[src/rtl/obuf_slice_pkg.sv]
// Shared interconnect types for the outbound register slice.
// Holds the slice state encoding and its occupancy decode.
package obuf_slice_pkg;

    typedef enum logic [1:0] {
        EMPTY = 2'd0,
        ONE   = 2'd1,
        FULL  = 2'd2
    } obuf_state_t;

    localparam int unsigned OCC_W = 2;

    function automatic logic [OCC_W-1:0] occ_of(input obuf_state_t s);
        case (s)
            ONE:     return 2'd1;
            FULL:    return 2'd2;
            default: return 2'd0;
        endcase
    endfunction

endpackage

[src/rtl/obuf_slice_sat_cnt.sv]
// Saturating up-counter with synchronous clear; sticks at all-ones.
// Shared by interconnect blocks for stall/event statistics.
module sat_cnt #(
    parameter int unsigned CW = 16
) (
    input  logic          clk_i,
    input  logic          reset_i,
    input  logic          inc_i,
    output logic [CW-1:0] cnt_o
);

    always_ff @(posedge clk_i) begin
        if (reset_i) begin
            cnt_o <= '0;
        end else if (inc_i && (cnt_o != '1)) begin
            cnt_o <= cnt_o + CW'(1);
        end
    end

endmodule

[src/rtl/obuf_slice.sv]
// Outbound valid/busy register slice: main + skid register, every output a flop.
// Breaks combinational paths from the IP's valid/data and from the bus busy.
module obuf_slice
    import obuf_slice_pkg::*;
#(
    parameter int unsigned DW = 8,
    parameter int unsigned CW = 16
) (
    input  logic             clk_i,
    input  logic             reset_i,
    input  logic [DW-1:0]    ip_data_i,
    input  logic             ip_vld_i,
    output logic             ip_busy_o,
    output logic [DW-1:0]    bus_data_o,
    output logic             bus_vld_o,
    input  logic             bus_busy_i,
    output logic [OCC_W-1:0] occupancy_o,
    output logic [CW-1:0]    stall_cnt_o
);

    obuf_state_t   state_q;
    obuf_state_t   state_d;
    logic [DW-1:0] skid_q;
    logic          acc;
    logic          in_xfer;
    logic          load_main;
    logic          load_skid;
    logic          main_from_skid;
    logic          stall_inc;

    assign acc       = bus_vld_o & ~bus_busy_i;
    assign in_xfer   = ip_vld_i & ~ip_busy_o;
    assign stall_inc = bus_vld_o & bus_busy_i;

    always_comb begin
        state_d        = state_q;
        load_main      = 1'b0;
        load_skid      = 1'b0;
        main_from_skid = 1'b0;
        unique case (state_q)
            EMPTY: begin
                if (in_xfer) begin
                    load_main = 1'b1;
                    state_d   = ONE;
                end
            end
            ONE: begin
                if (in_xfer && acc) begin
                    load_main = 1'b1;
                end else if (in_xfer) begin
                    load_skid = 1'b1;
                    state_d   = FULL;
                end else if (acc) begin
                    state_d = EMPTY;
                end
            end
            FULL: begin
                if (acc) begin
                    main_from_skid = 1'b1;
                    state_d        = ONE;
                end
            end
            default: state_d = EMPTY;
        endcase
    end

    // Flag outputs are registered from next state so they stay pure flops yet track the FSM.
    always_ff @(posedge clk_i) begin
        if (reset_i) begin
            state_q     <= EMPTY;
            bus_data_o  <= '0;
            skid_q      <= '0;
            bus_vld_o   <= 1'b0;
            ip_busy_o   <= 1'b0;
            occupancy_o <= '0;
        end else begin
            state_q <= state_d;
            if (load_main) begin
                bus_data_o <= ip_data_i;
            end else if (main_from_skid) begin
                bus_data_o <= skid_q;
            end
            if (load_skid) begin
                skid_q <= ip_data_i;
            end
            bus_vld_o   <= (state_d != EMPTY);
            ip_busy_o   <= (state_d == FULL);
            occupancy_o <= occ_of(state_d);
        end
    end

    sat_cnt #(
        .CW(CW)
    ) u_stall_cnt (
        .clk_i  (clk_i),
        .reset_i(reset_i),
        .inc_i  (stall_inc),
        .cnt_o  (stall_cnt_o)
    );

endmodule

[config.mk]
export PLATFORM = sky130hd
export DESIGN_NAME = obuf_slice
export DESIGN_NICKNAME = d
export VERILOG_FILES = /design/src/rtl/obuf_slice_pkg.sv /design/src/rtl/obuf_slice_sat_cnt.sv /design/src/rtl/obuf_slice.sv
export SDC_FILE = /design/constraint.sdc
export NUM_CORES = 1
export LEC_CHECK = 0
export BUFFER_PORTS_ARGS = -buffer_cell sky130_fd_sc_hd__buf_2
export CORE_UTILIZATION = 53
export CTS_CLUSTER_DIAMETER = 80
export DETAILED_ROUTE_END_ITERATION = 7
export PLACE_DENSITY = 0.85
export SLEW_MARGIN = 20
export SYNTH_ARGS = -nofsm -noshare
export SYNTH_HDL_FRONTEND = slang
export SYNTH_HIERARCHICAL = 1
export SYNTH_SLANG_ARGS = --single-unit
[constraint.sdc]
create_clock -name clk_i -period 3.3 [get_ports clk_i]
set_input_delay 0.66 -clock clk_i [delete_from_list [all_inputs] [get_ports clk_i]]
set_output_delay 0.66 -clock clk_i [all_outputs]
set_load 0.05 [all_outputs]
==> results.toml <==
[logic_synthesis]
avgSynthCellArea_sq_um = 9.25
ys_warn_count = 6
synth-seq-cells = 37
ys_types = 43
syn-num-nets = 200
synth-edff-count = 0
synth-main-ff-cell = "dfxtp_1"
syn-instance-count = 187
postSynth.asyncResetShare_pct = 0
synth_top_area_share_pct = 42.8
netlist_top_cells_area = "dfxtp_1 (43%), mux2i_1 (10%), nor2_1 (5.4%), a21oi_1 (3.5%), a211oi_1 (3.5%)"
synth_area_sq_um = 1730
synth_top_area_cell = "dfxtp_1"
seq_area_frac_synth_pct = 42.8

[setup_path]
rr_startpoint = "u_stall_cnt/cnt_o[13]$_SDFFE_PP0P_"
crit_path_end_kind = "flip-flop"
critical_path_arrival_ns = 2.22
cp.required_ns = 3.53
critPathKind = "reg2reg"
path_delay_family = "simple AND/OR/NAND/NOR gates"
r2r_slack_ns = 1.31
cp-start-kind = "flip-flop"
slowest_delay_ns = 0.75
r2r_end = "u_stall_cnt/cnt_o[11]$_SDFFE_PP0P_"
crit_path_max_fanout = 18
reg2reg_depth = 4
startpoint = "u_stall_cnt/cnt_o[13]$_SDFFE_PP0P_"
critPathBufInv = 0
cp_cell_sequence = "nand4_1, nor4_4, nor4bb_1, mux2_2"
cp_slowest_cell = "nor4_4"

[clock_network]
cts_tree = "built"
ctsHtreeMaxLevel = 2
root_buffer = "clkbuf_4"
clk_pin_slew_ns = 0.11
post_cts_buffers = 0
cts_resized = 0
cts.sinks = 37
cts_hold_buf = 0
cts_buffer_depth = 2
cts_inserted_buffers = 5
clock_latency_ns = 0.34

[global_route]
grt-ovfl-total = 0
grt_max_degree = 39
grt.total_usage_pct = 21.2
grt_pass1_wl_microns = 5670
grt_pass1_vias = 1328
antenna_found_initial = 0

[sta]
tightestPinTransition_ns = 0.751
slew_headroom_pct = 49.6
skew_ns = 0.0102
setup_viol = 0
setup_tns_ns = 0
layout_min_cycle_time_ns = 1.99
fmax_mhz = 502
hold_viol = 0
final.period_utilization_pct = 60.3
slew_violations = 0
rsz0062_at_grt = "no"

[pwr]
peakVddDrop_mv = 0.331
powerDensity_nw_per_um2 = 448
power.leakage_nw = 0.817

[run]
maxCapViolCount = 0

[hold_path]
worstHoldStart = "skid_q[7]$_SDFFE_PP0P_"
worstHoldEndpoint = "skid_q[7]$_SDFFE_PP0P_"
hp-class = "reg2reg"
whs_path_depth = 2

[place]
dp_cells = 260
dp_hpwl_microns = 2330
gp_congestion = 0.785
port-buffer-count = 39

[status]
outcome = "finished clean"

[finish]
antenna_cells = 0
fin_cells = 268
area_delta_synth_final_pct = 14.1
fillers = 277
multi_input_area_sq_um = 908
layout.nets = 236
drive_above_1_share_pct = 25.0
regArea_sq_um = 741

[floorplan]
core_area_sq_um = 3080
num_rows = 20
die_y_microns = 59.1
die_x_microns = 59.1
ios = 40
initial_utilization_pct = 56.2
dieArea_sq_um = 3500

[detailed_routing]
first_iter_violations = 127
ant_nets = 0
routedWlPerCell_microns = 12.5
drc = 0
drt_first_pass_iters = 5
routed_wirelength_microns = 3350
via_per_inst = 5.66
vias = 1517
## kinds of logic after synthesis
kind of cell	count (synthesis)	synth area share [%]
flops	37	42.8
xor+xnor	2	1.01
mux	19	11.1
compound gates	37	14.1
fa+ha+maj	1	0.723
simple gates	76	25.6
buf+inv	15	4.63
## stage by stage
| stage | power (mW) | util [%] | area [sq um] | hold slack, ns | worst slack, ns |
|---|---|---|---|---|---|
| after floorplan | 0.632 | - | 1730 | 0.463 | 1.32 |
| after global placement | 0.662 | 62.3 | 1920 | 0.478 | 1.24 |
| after detailed placement | 0.664 | 62.3 | 1920 | 0.487 | 1.16 |
| after CTS | 0.890 | 64.1 | 1970 | 0.521 | 1.31 |
| after global routing | 0.931 | 64.1 | 1970 | 0.555 | 1.09 |
| final | 0.884 | 64.1 | 1970 | 0.517 | 1.31 |
## cell usage after synthesis, drive strengths merged (4+ instances only)
master / n
dfxtp: 37
nor2: 25
mux2i: 18
a21oi: 12
nand3: 9
a211oi: 8
nand2: 7
or4: 7
buf: 6
o21ai: 6
o31ai: 6
inv: 5
nand4: 5
clkbuf: 4
nor3: 4
## power by group
group,leakage [nW],total (mW),internal (mW),switching [mW]
clock,0.0310,0.229,0.0803,0.149
combinational,0.484,0.166,0.0486,0.118
sequential,0.301,0.488,0.472,0.0164
## layout by cell type, fill, tap and decap left out, types with 2 or more instances in the layout
cell type,synthesis,layout
buf_2,1,39
or4_1,7,7
nand3_1,9,9
nor4_1,2,2
or3_1,3,3
nand2_1,6,6
o21ai_0,5,5
clkinv_2,0,2
inv_1,4,4
clkbuf_4,0,5
nor3_1,4,4
dfxtp_1,37,37
nor2_1,25,25
a21oi_1,12,12
xnor2_1,2,2
nand4_1,4,4
nor2b_1,2,2
o31ai_1,6,6
and4_1,3,3
mux2i_1,18,18
a211oi_1,8,8
## routing by layer
layer,global-route usage [%],routed length [microns]
met1,26.7,1550
met2,34.4,1560
met3,6.99,190
met4,6.80,45
met5,0,0
## worst max path at each step
stage	cells past startpoint	endpoint	slack (ns)
finish	4	u_stall_cnt/cnt_o[11]$_SDFFE_PP0P_	1.31
global route	4	u_stall_cnt/cnt_o[11]$_SDFFE_PP0P_	1.09
CTS	4	u_stall_cnt/cnt_o[11]$_SDFFE_PP0P_	1.31
detailed placement	5	u_stall_cnt/cnt_o[11]$_SDFFE_PP0P_	1.16
global placement	5	u_stall_cnt/cnt_o[11]$_SDFFE_PP0P_	1.24
floorplan	4	u_stall_cnt/cnt_o[15]$_SDFFE_PP0P_	1.32
## sequential cells by signal (all words and copies together) (netlist names)
| register | cells |
|---|---|
| state_q | 2 |
| bus_data_o | 8 |
| u_stall_cnt/cnt_o | 16 |
| ip_busy_o | 1 |
| bus_vld_o | 1 |
| occupancy_o | 1 |
| skid_q | 8 |
## cell type report
cell class	count	share of cell area (%)
Clock buffer	5	1.90
Clock inverter	3	0.888
Inverter	5	0.951
Multi-Input combinational cell	135	46.0
Sequential cell	37	37.5
Tap cell	44	2.79
Timing Repair Buffer	39	9.89
## tightest hold or removal path: cells and delay by family (launching register included)
kind	cells	cell delay, ns
DFF	1	0.35
muxes	1	0.07
and+or+nand+nor	1	0.07
Note: power is estimated with default switching activity, not from simulation.
